$ cat src/rtl/fifo_pkg.sv
// Shared helpers for the dual-clock FIFO pointer logic: Gray/binary
// conversion and the synchronizer depth used on both sides.
package fifo_pkg;

  localparam int SYNC_STAGES = 2;

  // Binary to Gray; the result is masked to w bits.
  function automatic logic [31:0] bin2gray(input logic [31:0] b, input int w);
    logic [31:0] mask;
    mask = (w >= 32) ? 32'hFFFF_FFFF : ((32'd1 << w) - 32'd1);
    return ((b >> 1) ^ b) & mask;
  endfunction

  // Gray to binary; each binary bit is the XOR of all Gray bits at or above it.
  function automatic logic [31:0] gray2bin(input logic [31:0] g, input int w);
    logic [31:0] mask;
    logic [31:0] b;
    mask = (w >= 32) ? 32'hFFFF_FFFF : ((32'd1 << w) - 32'd1);
    b    = g & mask;
    for (int i = 30; i >= 0; i--) begin
      b[i] = b[i] ^ b[i+1];
    end
    return b & mask;
  endfunction

endpackage

$ cat src/rtl/fifo_rptr_empty_sync_w2r.sv
// Multi-flop synchronizer bringing the Gray write pointer into rclk.
// Only one bit of a Gray pointer changes per write, so each stage holds
// either the old or the new pointer, never a mix.
module sync_w2r
  import fifo_pkg::*;
#(
  parameter int ADDRSIZE = 3
) (
  input  logic              rclk,
  input  logic              rrst_n,
  input  logic [ADDRSIZE:0] wptr,
  output logic [ADDRSIZE:0] rq2_wptr
);

  logic [ADDRSIZE:0] sync_q [SYNC_STAGES];

  // Shift the write pointer through the synchronizer chain; async clear.
  always_ff @(posedge rclk or negedge rrst_n) begin
    if (!rrst_n) begin
      for (int i = 0; i < SYNC_STAGES; i++) sync_q[i] <= '0;
    end else begin
      sync_q[0] <= wptr;
      for (int i = 1; i < SYNC_STAGES; i++) sync_q[i] <= sync_q[i-1];
    end
  end

  assign rq2_wptr = sync_q[SYNC_STAGES-1];

endmodule

$ cat src/rtl/fifo_rptr_empty.sv
// Read-side pointer and status controller of the dual-clock FIFO.
// Keeps binary/Gray read pointers and derives registered empty,
// almost-empty, occupancy and sticky underflow from the synchronized
// write pointer. Status is computed from the next pointer so the empty
// flag rises on the same edge as the read that drains the last entry.
module fifo_rptr_empty
  import fifo_pkg::*;
#(
  parameter int ADDRSIZE  = 3,
  parameter int AE_THRESH = 1
) (
  input  logic                rclk,
  input  logic                rrst_n,
  input  logic                rinc,
  input  logic [ADDRSIZE:0]   wptr,
  output logic [ADDRSIZE:0]   rptr,
  output logic [ADDRSIZE-1:0] raddr,
  output logic                rempty,
  output logic                raempty,
  output logic [ADDRSIZE:0]   rlevel,
  output logic                rundf
);

  localparam int                PW   = ADDRSIZE + 1;
  localparam logic [ADDRSIZE:0] AE_T = PW'(AE_THRESH);

  logic [ADDRSIZE:0] rq2_wptr;
  logic [ADDRSIZE:0] rbin_q,   rbin_d;
  logic [ADDRSIZE:0] rgray_q,  rgray_d;
  logic [ADDRSIZE:0] rlevel_q, rlevel_d;
  logic              rempty_q, rempty_d;
  logic              raempty_q, raempty_d;
  logic              rundf_q,  rundf_d;
  logic              accept;
  logic [ADDRSIZE:0] wbin_sync;

  sync_w2r #(.ADDRSIZE(ADDRSIZE)) u_sync_w2r (
    .rclk     (rclk),
    .rrst_n   (rrst_n),
    .wptr     (wptr),
    .rq2_wptr (rq2_wptr)
  );

  // Next pointer and status; a read while empty is dropped and flagged.
  always_comb begin
    accept    = rinc & ~rempty_q;
    rbin_d    = rbin_q + PW'(accept);
    rgray_d   = PW'(bin2gray(32'(rbin_d), PW));
    wbin_sync = PW'(gray2bin(32'(rq2_wptr), PW));
    rlevel_d  = wbin_sync - rbin_d;
    rempty_d  = (rgray_d == rq2_wptr);
    raempty_d = (rlevel_d <= AE_T);
    rundf_d   = rundf_q | (rinc & rempty_q);
  end

  // Pointer and status registers, all updated on the same edge.
  always_ff @(posedge rclk or negedge rrst_n) begin
    if (!rrst_n) begin
      rbin_q    <= '0;
      rgray_q   <= '0;
      rlevel_q  <= '0;
      rempty_q  <= 1'b1;
      raempty_q <= 1'b1;
      rundf_q   <= 1'b0;
    end else begin
      rbin_q    <= rbin_d;
      rgray_q   <= rgray_d;
      rlevel_q  <= rlevel_d;
      rempty_q  <= rempty_d;
      raempty_q <= raempty_d;
      rundf_q   <= rundf_d;
    end
  end

  assign rptr    = rgray_q;
  assign raddr   = rbin_q[ADDRSIZE-1:0];
  assign rempty  = rempty_q;
  assign raempty = raempty_q;
  assign rlevel  = rlevel_q;
  assign rundf   = rundf_q;

endmodule

$ cat config.mk
export PLATFORM = sky130hd
export DESIGN_NAME = fifo_rptr_empty
export DESIGN_NICKNAME = d
export VERILOG_FILES = /design/src/rtl/fifo_pkg.sv /design/src/rtl/fifo_rptr_empty_sync_w2r.sv /design/src/rtl/fifo_rptr_empty.sv
export SDC_FILE = /design/constraint.sdc
export NUM_CORES = 1
export LEC_CHECK = 0
export CORE_ASPECT_RATIO = 1.4
export CORE_MARGIN = 3
export CORE_UTILIZATION = 43
export DETAILED_ROUTE_END_ITERATION = 8
export GPL_TIMING_DRIVEN = 1
export PLACE_DENSITY = 0.83
export SETUP_SLACK_MARGIN = 0.05
export SLEW_MARGIN = 20
export SYNTH_ARGS = -nofsm -noshare
export SYNTH_HDL_FRONTEND = slang
export SYNTH_HIERARCHICAL = 1
export SYNTH_SLANG_ARGS = --single-unit
$ cat constraint.sdc
create_clock -name rclk -period 2.1 [get_ports rclk]
set_input_delay 0.63 -clock rclk [delete_from_list [all_inputs] [get_ports rclk]]
set_output_delay 0.63 -clock rclk [all_outputs]
set_load 0.01 [all_outputs]
==> results of run 1 <==
-- where the power goes --
part	internal (uW)	total (uW)	switching, uW	leakage, uW
registers	582	679	97.0	0.000252
clock network	106	234	128	0.0000210
logic	864	1460	597	0.000351
total	1550	2370	821	0.000624
-- state kept, by name, indices dropped and copies added, names as in the netlist --
register / cells
rbin_q: 4
u_sync_w2r/sync_q: 4
rlevel: 4
u_sync_w2r/rq2_wptr: 4
rptr: 3
raempty: 1
rundf: 1
rempty: 1
-- synthesized netlist by cell type --
library cell	instances	area [um2]
dfrtp_1	20	500
xnor2_1	8	70.1
xor2_1	6	52.6
ha_1	5	62.6
inv_1	5	18.8
buf_4	4	30.0
and2_1	2	12.5
dfstp_2	2	52.6
a21boi_0	1	7.51
a21o_1	1	7.51
clkbuf_1	1	3.75
mux2i_1	1	10.0
nand3_1	1	5.00
nor2_1	1	3.75
nor2b_1	1	6.26
nor3_1	1	5.00
nor3_2	1	10.0
o21bai_1	1	7.51
o311ai_4	1	26.3
or3b_2	1	8.76
xnor3_1	1	22.5
xnor3_2	1	23.8
-- per-layer routing --
| metal | vias to the layer above | track usage, % | share of wire [%] |
|---|---|---|---|
| met5 | - | 0 | 0 |
| met4 | 0 | 8.79 | 2.2 |
| met3 | 5 | 1.75 | 4.0 |
| met2 | 17 | 29.3 | 60 |
| met1 | 299 | 14.6 | 34 |
| li1 | 278 | - | - |
-- final cells by class --
class,instances,area share [%]
flip-flops and latches,22,40.4
multi-input cells,34,31.3
repair buffers,35,22.4
clock buffers,4,2.65
well taps,21,1.92
inverters,5,1.37
-- worst min path at each step --
stage	slack, ns	depth (start not counted)	endpoint	from
after floorplan	0.33	0	rbin_q[0]$_DFF_PN0_	rrst_n
after CTS	0.36	0	u_sync_w2r/rq2_wptr[1]$_DFF_PN0_	u_sync_w2r/sync_q[5]$_DFF_PN0_
after detailed placement	0.34	0	u_sync_w2r/rq2_wptr[1]$_DFF_PN0_	u_sync_w2r/sync_q[5]$_DFF_PN0_
after global routing	0.38	0	u_sync_w2r/rq2_wptr[0]$_DFF_PN0_	u_sync_w2r/sync_q[4]$_DFF_PN0_
final	0.36	0	u_sync_w2r/rq2_wptr[2]$_DFF_PN0_	u_sync_w2r/sync_q[6]$_DFF_PN0_
after global placement	0.33	0	u_sync_w2r/rq2_wptr[1]$_DFF_PN0_	u_sync_w2r/sync_q[5]$_DFF_PN0_
-- per-stage QoR --
stage	total power, uW	worst slack [ns]	hold slack (ns)	utilization (%)
6_report	2370	-0.0557	0.363	67.9
5_1_grt	2540	-0.126	0.375	67.9
4_1_cts	2330	-0.126	0.363	66.0
3_5_place_dp	2020	-0.707	0.336	62.7
3_3_place_gp	1960	-0.650	0.331	62.7
2_1_floorplan	1440	-0.173	0.331	-
-- worst reg2reg max path, stage by stage (launching register included) --
cell and delay [ns]:
dfstp_2 0.58, nor2b_4 0.05, ha_4 0.16, ha_4 0.17, xnor2_4 0.14, ha_4 0.28
or3b_4 0.38, o311ai_4 0.08, xnor2_2 0.13, nor3_2 0.11
-- repair_timing --
action                     in CTS  in global routing
setup buffers                   0                  3
hold endpoints to repair        0                  0
pin swaps                       5                  8
setup endpoints to repair       5                  4
resized for setup               9                  4
-- cell families (layout without fill, tap and decap cells) --
| family | count (synthesis) | in the layout |
|---|---|---|
| AOI/OAI and AO/OA | 4 | 4 |
| xor gates and xnor gates | 16 | 16 |
| adders and majority gates | 5 | 5 |
| buffers and inverters | 10 | 44 |
| DFF | 22 | 22 |
| muxes | 1 | 1 |
| and+or+nand+nor | 8 | 8 |
==> impl_metrics.py, run 1 <==
metrics = {
    "status": {
        "run_status": "finished, violations left",
        "violations": "setup timing",
    },
    "detailed_routing": {
        "vias": 599,
        "routed_wl_um": 1800,
        "drt-initial-drc-count": 10,
        "wl_per_cell_um": 14.9,
        "viasPerCell": 4.95,
        "drc": 0,
        "ant_nets": 0,
        "drtPass1Iterations": 2,
    },
    "clocking": {
        "clk_path_buf_depth": 2,
        "clkSinkCount": 22,
        "cts_tree": "built",
        "clock_latency_ns": 0.31,
        "ctsHtreeMaxLevel": 1,
        "cts_buffers": 3,
        "cts_root_buf": "clkbuf_4",
        "ctsHoldBuffers": 0,
        "cts.reportedPaths.clkPinSlew_ns": 0.12,
    },
    "grt": {
        "grt_overflow": 0,
        "grt_pass1_vias": 653,
        "grt_max_degree": 23,
        "grt_pass1_wl_um": 2840,
        "grt_antenna_before_repair": 0,
        "track_usage_pct": 15.1,
    },
    "die": {
        "fp.dieH_um": 61.5,
        "start_util_pct": 46.9,
        "die_area_um2": 2810,
        "coreArea_um2": 2020,
        "num_rows": 19,
        "die_width_um": 45.7,
        "top_level_ports": 21,
    },
    "worst_setup_path": {
        "worstSetupPathType": "register to register",
        "crit_fanout": 2,
        "r2r-end": "raempty$_DFF_PN1_",
        "critPathMaxStageDelay_ns": 0.58,
        "crit_cells": 9,
        "timing.critical_path.mode_cell": "ha_4",
        "crit_chain": "nor2b_4, ha_4, ha_4, xnor2_4, ha_4, or3b_4, o311ai_4, xnor2_2, nor3_2",
        "worstSetupEndpointType": "register",
        "critPathBufInv": 0,
        "crit_start": "rempty$_DFF_PN1_",
        "critPathArrivalTime_ns": 2.40,
        "required_ns": 2.35,
        "crit_end": "raempty$_DFF_PN1_",
        "startpoint_type": "register",
        "regToRegSetupSlack_ns": -0.06,
        "path_delay_family": "adder cells",
        "reg2reg_depth": 9,
        "slowest_stage": "dfstp_2",
        "rr_startpoint": "rempty$_DFF_PN1_",
    },
    "finish": {
        "finalInstanceArea_um2": 1370,
        "final_common_cell": "dfrtp_1",
        "seqCellArea_um2": 554,
        "areaGrowthSynthToFinish_pct": 44.8,
        "instances_no_fill": 121,
        "drive_above_1_share_pct": 36.0,
        "nets": 113,
        "final_cell_mix": "dfrtp_1, clkdlybuf4s50_1, buf_4, xor2_1",
        "diodes": 0,
        "multi_input_area_um2": 429,
        "fillCellCount": 160,
    },
    "timing": {
        "setup_slack_ns": -0.0557,
        "relSlewSlack_pct": 81.1,
        "rsz0062_at_grt": "true",
        "setup_viol": 2,
        "min_period_ns": 2.16,
        "fmax_mhz": 464,
        "fin_crit_sh_pct": 103,
        "final_max_slew_viol_count": 0,
        "hold_violations": 0,
        "tns_ns": -0.0707,
        "worstMarginPinSlew_ns": 0.281,
        "finClkSkew_ns": 0.00280,
    },
    "synth": {
        "synth_top_family_by_area": "XOR/XNOR gates",
        "yosysWarnings": 6,
        "synthAdderAreaFrac_pct": 6.61,
        "netlist_area_um2": 947,
        "synth.distinct_cells": 22,
        "syn_nets": 78,
        "avgSynthCellArea_um2": 14.4,
        "yosysSeqAreaShare_pct": 58.4,
        "muxShareOfSynthArea_pct": 1.06,
        "synth_compound_area_share_pct": 5.15,
        "syn-instance-count": 66,
        "synthXorXnorAreaFrac_pct": 17.8,
        "synth-simple-area-share_pct": 5.42,
        "synth_seq_cells": 22,
    },
    "job": {
        "drv_cap": 0,
    },
    "power_and_ir_drop": {
        "power.leakage_uw": 0.000624,
        "power.density_nw_per_um2": 1730,
        "irDropWorstVdd_mv": 1.16,
    },
    "placement": {
        "dp.cells": 114,
        "port_buffers": 20,
        "gp_congestion": 0.778,
        "dp_hpwl_um": 1340,
        "postPlaceCellArea_um2": 1270,
    },
    "min_path": {
        "min_path_type": "register to register",
    },
}
Note: power is estimated with default switching activity, not from simulation.
==> run 2: changes to the inputs <==
--- a/config.mk
+++ b/config.mk
@@ -7,10 +7,11 @@
 export LEC_CHECK = 0
 export CORE_ASPECT_RATIO = 1.4
 export CORE_MARGIN = 3
-export CORE_UTILIZATION = 43
+export CORE_UTILIZATION = 36
 export DETAILED_ROUTE_END_ITERATION = 8
 export GPL_TIMING_DRIVEN = 1
-export PLACE_DENSITY = 0.83
+export MAX_ROUTING_LAYER = met4
+export PLACE_DENSITY = 0.74
 export SETUP_SLACK_MARGIN = 0.05
 export SLEW_MARGIN = 20
 export SYNTH_ARGS = -nofsm -noshare
==> run 2 against run 1 <==
The run still ends with setup timing left. Count of clock-buffer cells in the layout stayed put. Worst hold slack worse by 0.0018 ns. First-iteration DRC count is 10% higher. Non-clock buffer count is 3 lower. Clock power is 21% lower.
==> impl_metrics.py, run 2 (synthesized netlist as in run 1, its figures left out) <==
metrics = {
    "status": {
        "run_status": "finished, violations left",
        "violations": "setup timing",
    },
    "timing": {
        "min_period_ns": 2.13,
        "finClkSkew_ns": 0.00694,
        "rsz0062_at_grt": "true",
        "hold_violations": 0,
        "setup_viol": 1,
        "worstMarginPinSlew_ns": 0.270,
        "relSlewSlack_pct": 82.0,
        "fmax_mhz": 470,
        "final_max_slew_viol_count": 0,
        "setup_slack_ns": -0.0282,
        "fin_crit_sh_pct": 101,
        "holdWs_ns": 0.361,
    },
    "finish": {
        "diodes": 0,
        "final_cell_mix": "dfrtp_1, clkdlybuf4s50_1, buf_4, xor2_1, xnor2_1",
        "final_common_cell": "dfrtp_1",
        "areaGrowthSynthToFinish_pct": 42.0,
        "nets": 110,
        "drive_above_1_share_pct": 29.9,
    },
    "detailed_routing": {
        "drc": 0,
        "routed_wl_um": 1580,
        "viasPerCell": 4.29,
        "wl_per_cell_um": 12.0,
        "drt-initial-drc-count": 11,
        "ant_nets": 0,
        "vias": 562,
        "drtPass1Iterations": 4,
    },
    "clocking": {
        "clk_path_buf_depth": 2,
        "cts_tree": "built",
        "clkSinkCount": 22,
        "cts_buffers": 3,
        "cts_root_buf": "clkbuf_4",
        "clock_latency_ns": 0.29,
        "cts.reportedPaths.clkPinSlew_ns": 0.11,
        "ctsHtreeMaxLevel": 1,
    },
    "grt": {
        "grt_pass1_vias": 617,
        "grt_pass1_wl_um": 2620,
        "grt_antenna_before_repair": 0,
        "track_usage_pct": 11.1,
        "grt_max_degree": 23,
        "grt_overflow": 0,
    },
    "die": {
        "fp.dieH_um": 66.7,
        "die_width_um": 49.4,
        "coreArea_um2": 2440,
        "start_util_pct": 38.8,
        "top_level_ports": 21,
        "die_area_um2": 3290,
        "num_rows": 21,
    },
    "worst_setup_path": {
        "regToRegSetupSlack_ns": -0.03,
        "critPathBufInv": 0,
        "startpoint_type": "register",
        "required_ns": 2.32,
        "critPathMaxStageDelay_ns": 0.57,
        "critPathArrivalTime_ns": 2.35,
        "crit_chain": "nor2b_4, ha_4, ha_4, xnor2_4, ha_4, or3b_4, o311ai_4, xnor2_2, nor3_2",
        "path_delay_family": "adder cells",
        "worstSetupEndpointType": "register",
        "worstSetupPathType": "register to register",
        "timing.critical_path.mode_cell": "ha_4",
        "crit_fanout": 2,
        "slowest_stage": "dfstp_2",
    },
    "placement": {
        "gp_congestion": 0.753,
        "dp_hpwl_um": 1230,
        "port_buffers": 20,
    },
    "power_and_ir_drop": {
        "combPwrFrac_pct": 61.0,
        "irDropWorstVdd_mv": 1.09,
        "report.power.total_uw": 2200,
        "p_seq_share_pct": 30.5,
        "power.leakage_uw": 0.000614,
        "power.density_nw_per_um2": 1630,
        "sw_frac_of_total_pct": 34.6,
        "power.share.clock_pct": 8.4,
        "internal-power_uw": 1440,
        "p_switching_uw": 761,
    },
    "min_path": {
        "min_path_type": "register to register",
    },
    "job": {
        "drv_cap": 0,
    },
}
run 2: changes by cell type in the layout (fill, tap and decap cells not counted):
cell / delta
buf_4: -3
clkbuf_1: +1
clkbuf_8: -1
clkdlybuf4s50_1: -1
dfrtp_1: +1
dfrtp_2: -1
dlymetal6s2s_1: +1
o21bai_1: +1
o21bai_2: -1
xnor2_1: +1
xnor2_2: -1
run 2: path summary, 6_finish.rpt:
path,startpoint,endpoint,cells after the start
min reg2reg,u_sync_w2r/sync_q[5]$_DFF_PN0_,u_sync_w2r/rq2_wptr[1]$_DFF_PN0_,0
min in group asynchronous,rrst_n,u_sync_w2r/rq2_wptr[2]$_DFF_PN0_,2
min,u_sync_w2r/sync_q[5]$_DFF_PN0_,u_sync_w2r/rq2_wptr[1]$_DFF_PN0_,0
max,rempty$_DFF_PN1_,raempty$_DFF_PN1_,9
max reg2reg,rempty$_DFF_PN1_,raempty$_DFF_PN1_,9
max in group asynchronous,rrst_n,rempty$_DFF_PN1_,2
run 2: per-layer routing:
metal,routed length [um],track usage [%],up-vias
li1,-,-,267
met5,0,-,-
met3,70,2.46,2
met4,14,5.34,0
met1,620,11.5,278
met2,871,19.6,15
run 2: through the flow:
step	instance area (um2)	setup WS, ns	setup TNS, ns	utilization, %	std cells
floorplan	983	-0.173	-0.402	-	66
global placement	1270	-0.645	-2.29	51.9	125
detailed placement	1270	-0.735	-2.72	51.9	125
CTS	1330	-0.100	-0.100	54.5	130
global route	1350	-0.0824	-0.0991	55.0	131
finish	1350	-0.0282	-0.0282	55.0	131
run 2: timing repair:
item / 4_1_cts / 5_1_grt
gates resized for setup: 10 / 2
setup buffers: 1 / 1
cloned: 0 / 0
pin swaps: 5 / 7
hold buffers: 0 / 0
setup endpoints to repair: 5 / 5
run 2: layout make-up:
cell class,instances,area [um2]
Tap cell,34,42.5
Fill cell,188,1100
Multi-Input combinational cell,34,418
Timing Repair Buffer,32,287
Inverter,5,18.8
Clock buffer,4,26.3
Sequential cell,22,553
run 2: power groups by stage:
stage / Clock, uW / Sequential, uW / Combinational (uW)
floorplan: 0 / 733 / 704
global placement: 0 / 670 / 1240
detailed placement: 0 / 677 / 1280
CTS: 196 / 671 / 1360
global route: 218 / 688 / 1450
finish: 185 / 671 / 1340
==> run 3: changes to the inputs <==
--- a/config.mk
+++ b/config.mk
@@ -7,11 +7,11 @@
 export LEC_CHECK = 0
 export CORE_ASPECT_RATIO = 1.4
 export CORE_MARGIN = 3
-export CORE_UTILIZATION = 36
+export CORE_UTILIZATION = 35
 export DETAILED_ROUTE_END_ITERATION = 8
 export GPL_TIMING_DRIVEN = 1
 export MAX_ROUTING_LAYER = met4
-export PLACE_DENSITY = 0.74
+export PLACE_DENSITY = 0.72
 export SETUP_SLACK_MARGIN = 0.05
 export SLEW_MARGIN = 20
 export SYNTH_ARGS = -nofsm -noshare
==> run 3 against run 2 <==
The flow still finishes with violations (setup timing). Setup slack improved by 0.0076 ns. Count of clock-buffer cells in the layout unchanged. Combinational power grew 3%. Non-clock buffer count is 1 higher. Routed wire length shrank 0.82%. Via count increased by 2.8%. Critical path depth unchanged. Critical path type unchanged. Critical endpoint unchanged. Sequential share of layout area decreased by 0.73 points. Clock skew fell by 0.0042 ns. Final cell count up 0.76%. Total power is 1.9% higher.
==> impl_metrics.py, run 3 (synthesized netlist as in run 1, its figures left out) <==
metrics = {
    "status": {
        "run_status": "finished, violations left",
        "violations": "setup timing",
    },
    "grt": {
        "grt_max_degree": 23,
        "grt_overflow": 0,
        "grt_pass1_vias": 591,
        "track_usage_pct": 11.4,
        "grt_pass1_wl_um": 2670,
        "grt_antenna_before_repair": 0,
    },
    "timing": {
        "setup_viol": 1,
        "tns_ns": -0.0207,
        "relSlewSlack_pct": 81.8,
        "finClkSkew_ns": 0.00274,
        "rsz0062_at_grt": "true",
        "worstMarginPinSlew_ns": 0.271,
        "hold_violations": 0,
        "fmax_mhz": 472,
        "fin_crit_sh_pct": 101,
        "final_max_slew_viol_count": 0,
        "min_period_ns": 2.12,
        "setup_slack_ns": -0.0207,
    },
    "die": {
        "fp.dieH_um": 67.6,
        "num_rows": 21,
        "coreArea_um2": 2500,
        "top_level_ports": 21,
        "start_util_pct": 37.9,
        "die_width_um": 50.0,
        "die_area_um2": 3380,
    },
    "placement": {
        "postPlaceCellArea_um2": 1260,
        "gp_congestion": 0.811,
        "port_buffers": 20,
        "dp.cells": 124,
        "dp_hpwl_um": 1160,
    },
    "clocking": {
        "ctsHoldBuffers": 0,
        "clock_latency_ns": 0.30,
        "cts_root_buf": "clkbuf_4",
        "cts_buffers": 3,
        "cts.reportedPaths.clkPinSlew_ns": 0.11,
        "cts_tree": "built",
        "clk_path_buf_depth": 2,
        "ctsHtreeMaxLevel": 1,
        "clkSinkCount": 22,
    },
    "job": {
        "drv_cap": 0,
    },
    "detailed_routing": {
        "drc": 0,
        "viasPerCell": 4.38,
        "ant_nets": 0,
        "drtPass1Iterations": 4,
        "drt-initial-drc-count": 10,
        "routed_wl_um": 1560,
        "wl_per_cell_um": 11.8,
        "vias": 578,
    },
    "min_path": {
        "min_path_type": "register to register",
    },
    "power_and_ir_drop": {
        "power.leakage_uw": 0.000625,
        "irDropWorstVdd_mv": 1.17,
        "report.power.total_uw": 2240,
        "power.density_nw_per_um2": 1630,
    },
    "worst_setup_path": {
        "regToRegSetupSlack_ns": -0.02,
        "worstSetupPathType": "register to register",
        "crit_start": "rempty$_DFF_PN1_",
        "startpoint_type": "register",
        "required_ns": 2.34,
        "crit_cells": 9,
        "crit_end": "raempty$_DFF_PN1_",
        "critPathMaxStageDelay_ns": 0.57,
        "crit_chain": "nor2b_4, ha_4, ha_4, xnor2_4, ha_4, or3b_4, o311ai_4, xnor2_2, nor3_2",
        "path_delay_family": "adder cells",
        "rr_startpoint": "rempty$_DFF_PN1_",
        "worstSetupEndpointType": "register",
        "r2r-end": "raempty$_DFF_PN1_",
        "critPathBufInv": 0,
        "timing.critical_path.mode_cell": "ha_4",
        "reg2reg_depth": 9,
        "critPathArrivalTime_ns": 2.36,
        "crit_fanout": 2,
        "slowest_stage": "dfstp_2",
    },
    "finish": {
        "final_common_cell": "dfrtp_1",
        "diodes": 0,
        "drive_above_1_share_pct": 34.7,
        "instances_no_fill": 132,
        "fillCellCount": 207,
        "finalInstanceArea_um2": 1370,
        "final_util_pct": 55.0,
        "areaGrowthSynthToFinish_pct": 44.9,
        "nets": 111,
        "final_cell_mix": "dfrtp_1, clkdlybuf4s50_1, buf_4",
    },
}
==> run 3: cell count changes in the layout (fill, tap and decap cells not counted), sizes merged <==
cell	delta
buf	+1
==> run 3: worst min path at each step <==
stage,start,endpoint,cells after the start
after global routing,u_sync_w2r/sync_q[4]$_DFF_PN0_,u_sync_w2r/rq2_wptr[0]$_DFF_PN0_,0
after global placement,u_sync_w2r/sync_q[6]$_DFF_PN0_,u_sync_w2r/rq2_wptr[2]$_DFF_PN0_,0
after floorplan,rrst_n,rbin_q[0]$_DFF_PN0_,0
final,u_sync_w2r/sync_q[4]$_DFF_PN0_,u_sync_w2r/rq2_wptr[0]$_DFF_PN0_,0
after CTS,u_sync_w2r/sync_q[4]$_DFF_PN0_,u_sync_w2r/rq2_wptr[0]$_DFF_PN0_,0
after detailed placement,u_sync_w2r/sync_q[4]$_DFF_PN0_,u_sync_w2r/rq2_wptr[0]$_DFF_PN0_,0
==> run 3: cell type report <==
| type | count | area, um2 | area share, % |
|---|---|---|---|
| repair buffers | 33 | 294 | 21.4 |
| inverters | 5 | 18.8 | 1.37 |
| well taps | 34 | 42.5 | 3.10 |
| clock buffers | 4 | 26.3 | 1.91 |
| flip-flops and latches | 22 | 554 | 40.4 |
| multi-input cells | 34 | 437 | 31.8 |
==> run 3: power breakdown <==
part / switching, uW / internal, uW
registers: 87.6 / 581
clock network: 119 / 74.0
logic: 569 / 809
==> run 3: layer usage <==
metal,track usage [%],share of wire (%),up-vias
met5,-,0,-
met4,7.27,1.9,0
met1,12.0,37,285
li1,-,-,271
met2,19.0,56,18
met3,2.65,5.3,4
==> run 3: metrics by stage <==
| stage | setup WS [ns] | hold slack (ns) |
|---|---|---|
| floorplan | -0.173 | 0.331 |
| global placement | -0.688 | 0.331 |
| detailed placement | -0.716 | 0.341 |
| CTS | -0.0925 | 0.369 |
| global route | -0.0824 | 0.380 |
| finish | -0.0207 | 0.361 |
==> run 3: repair_timing <==
item / in CTS / in global routing
setup endpoints to repair: 5 / 5
gates resized for setup: 10 / 6
setup buffers: 1 / 3
gates cloned: 0 / 0
hold endpoints to repair: 0 / 0
pin swaps: 5 / 8
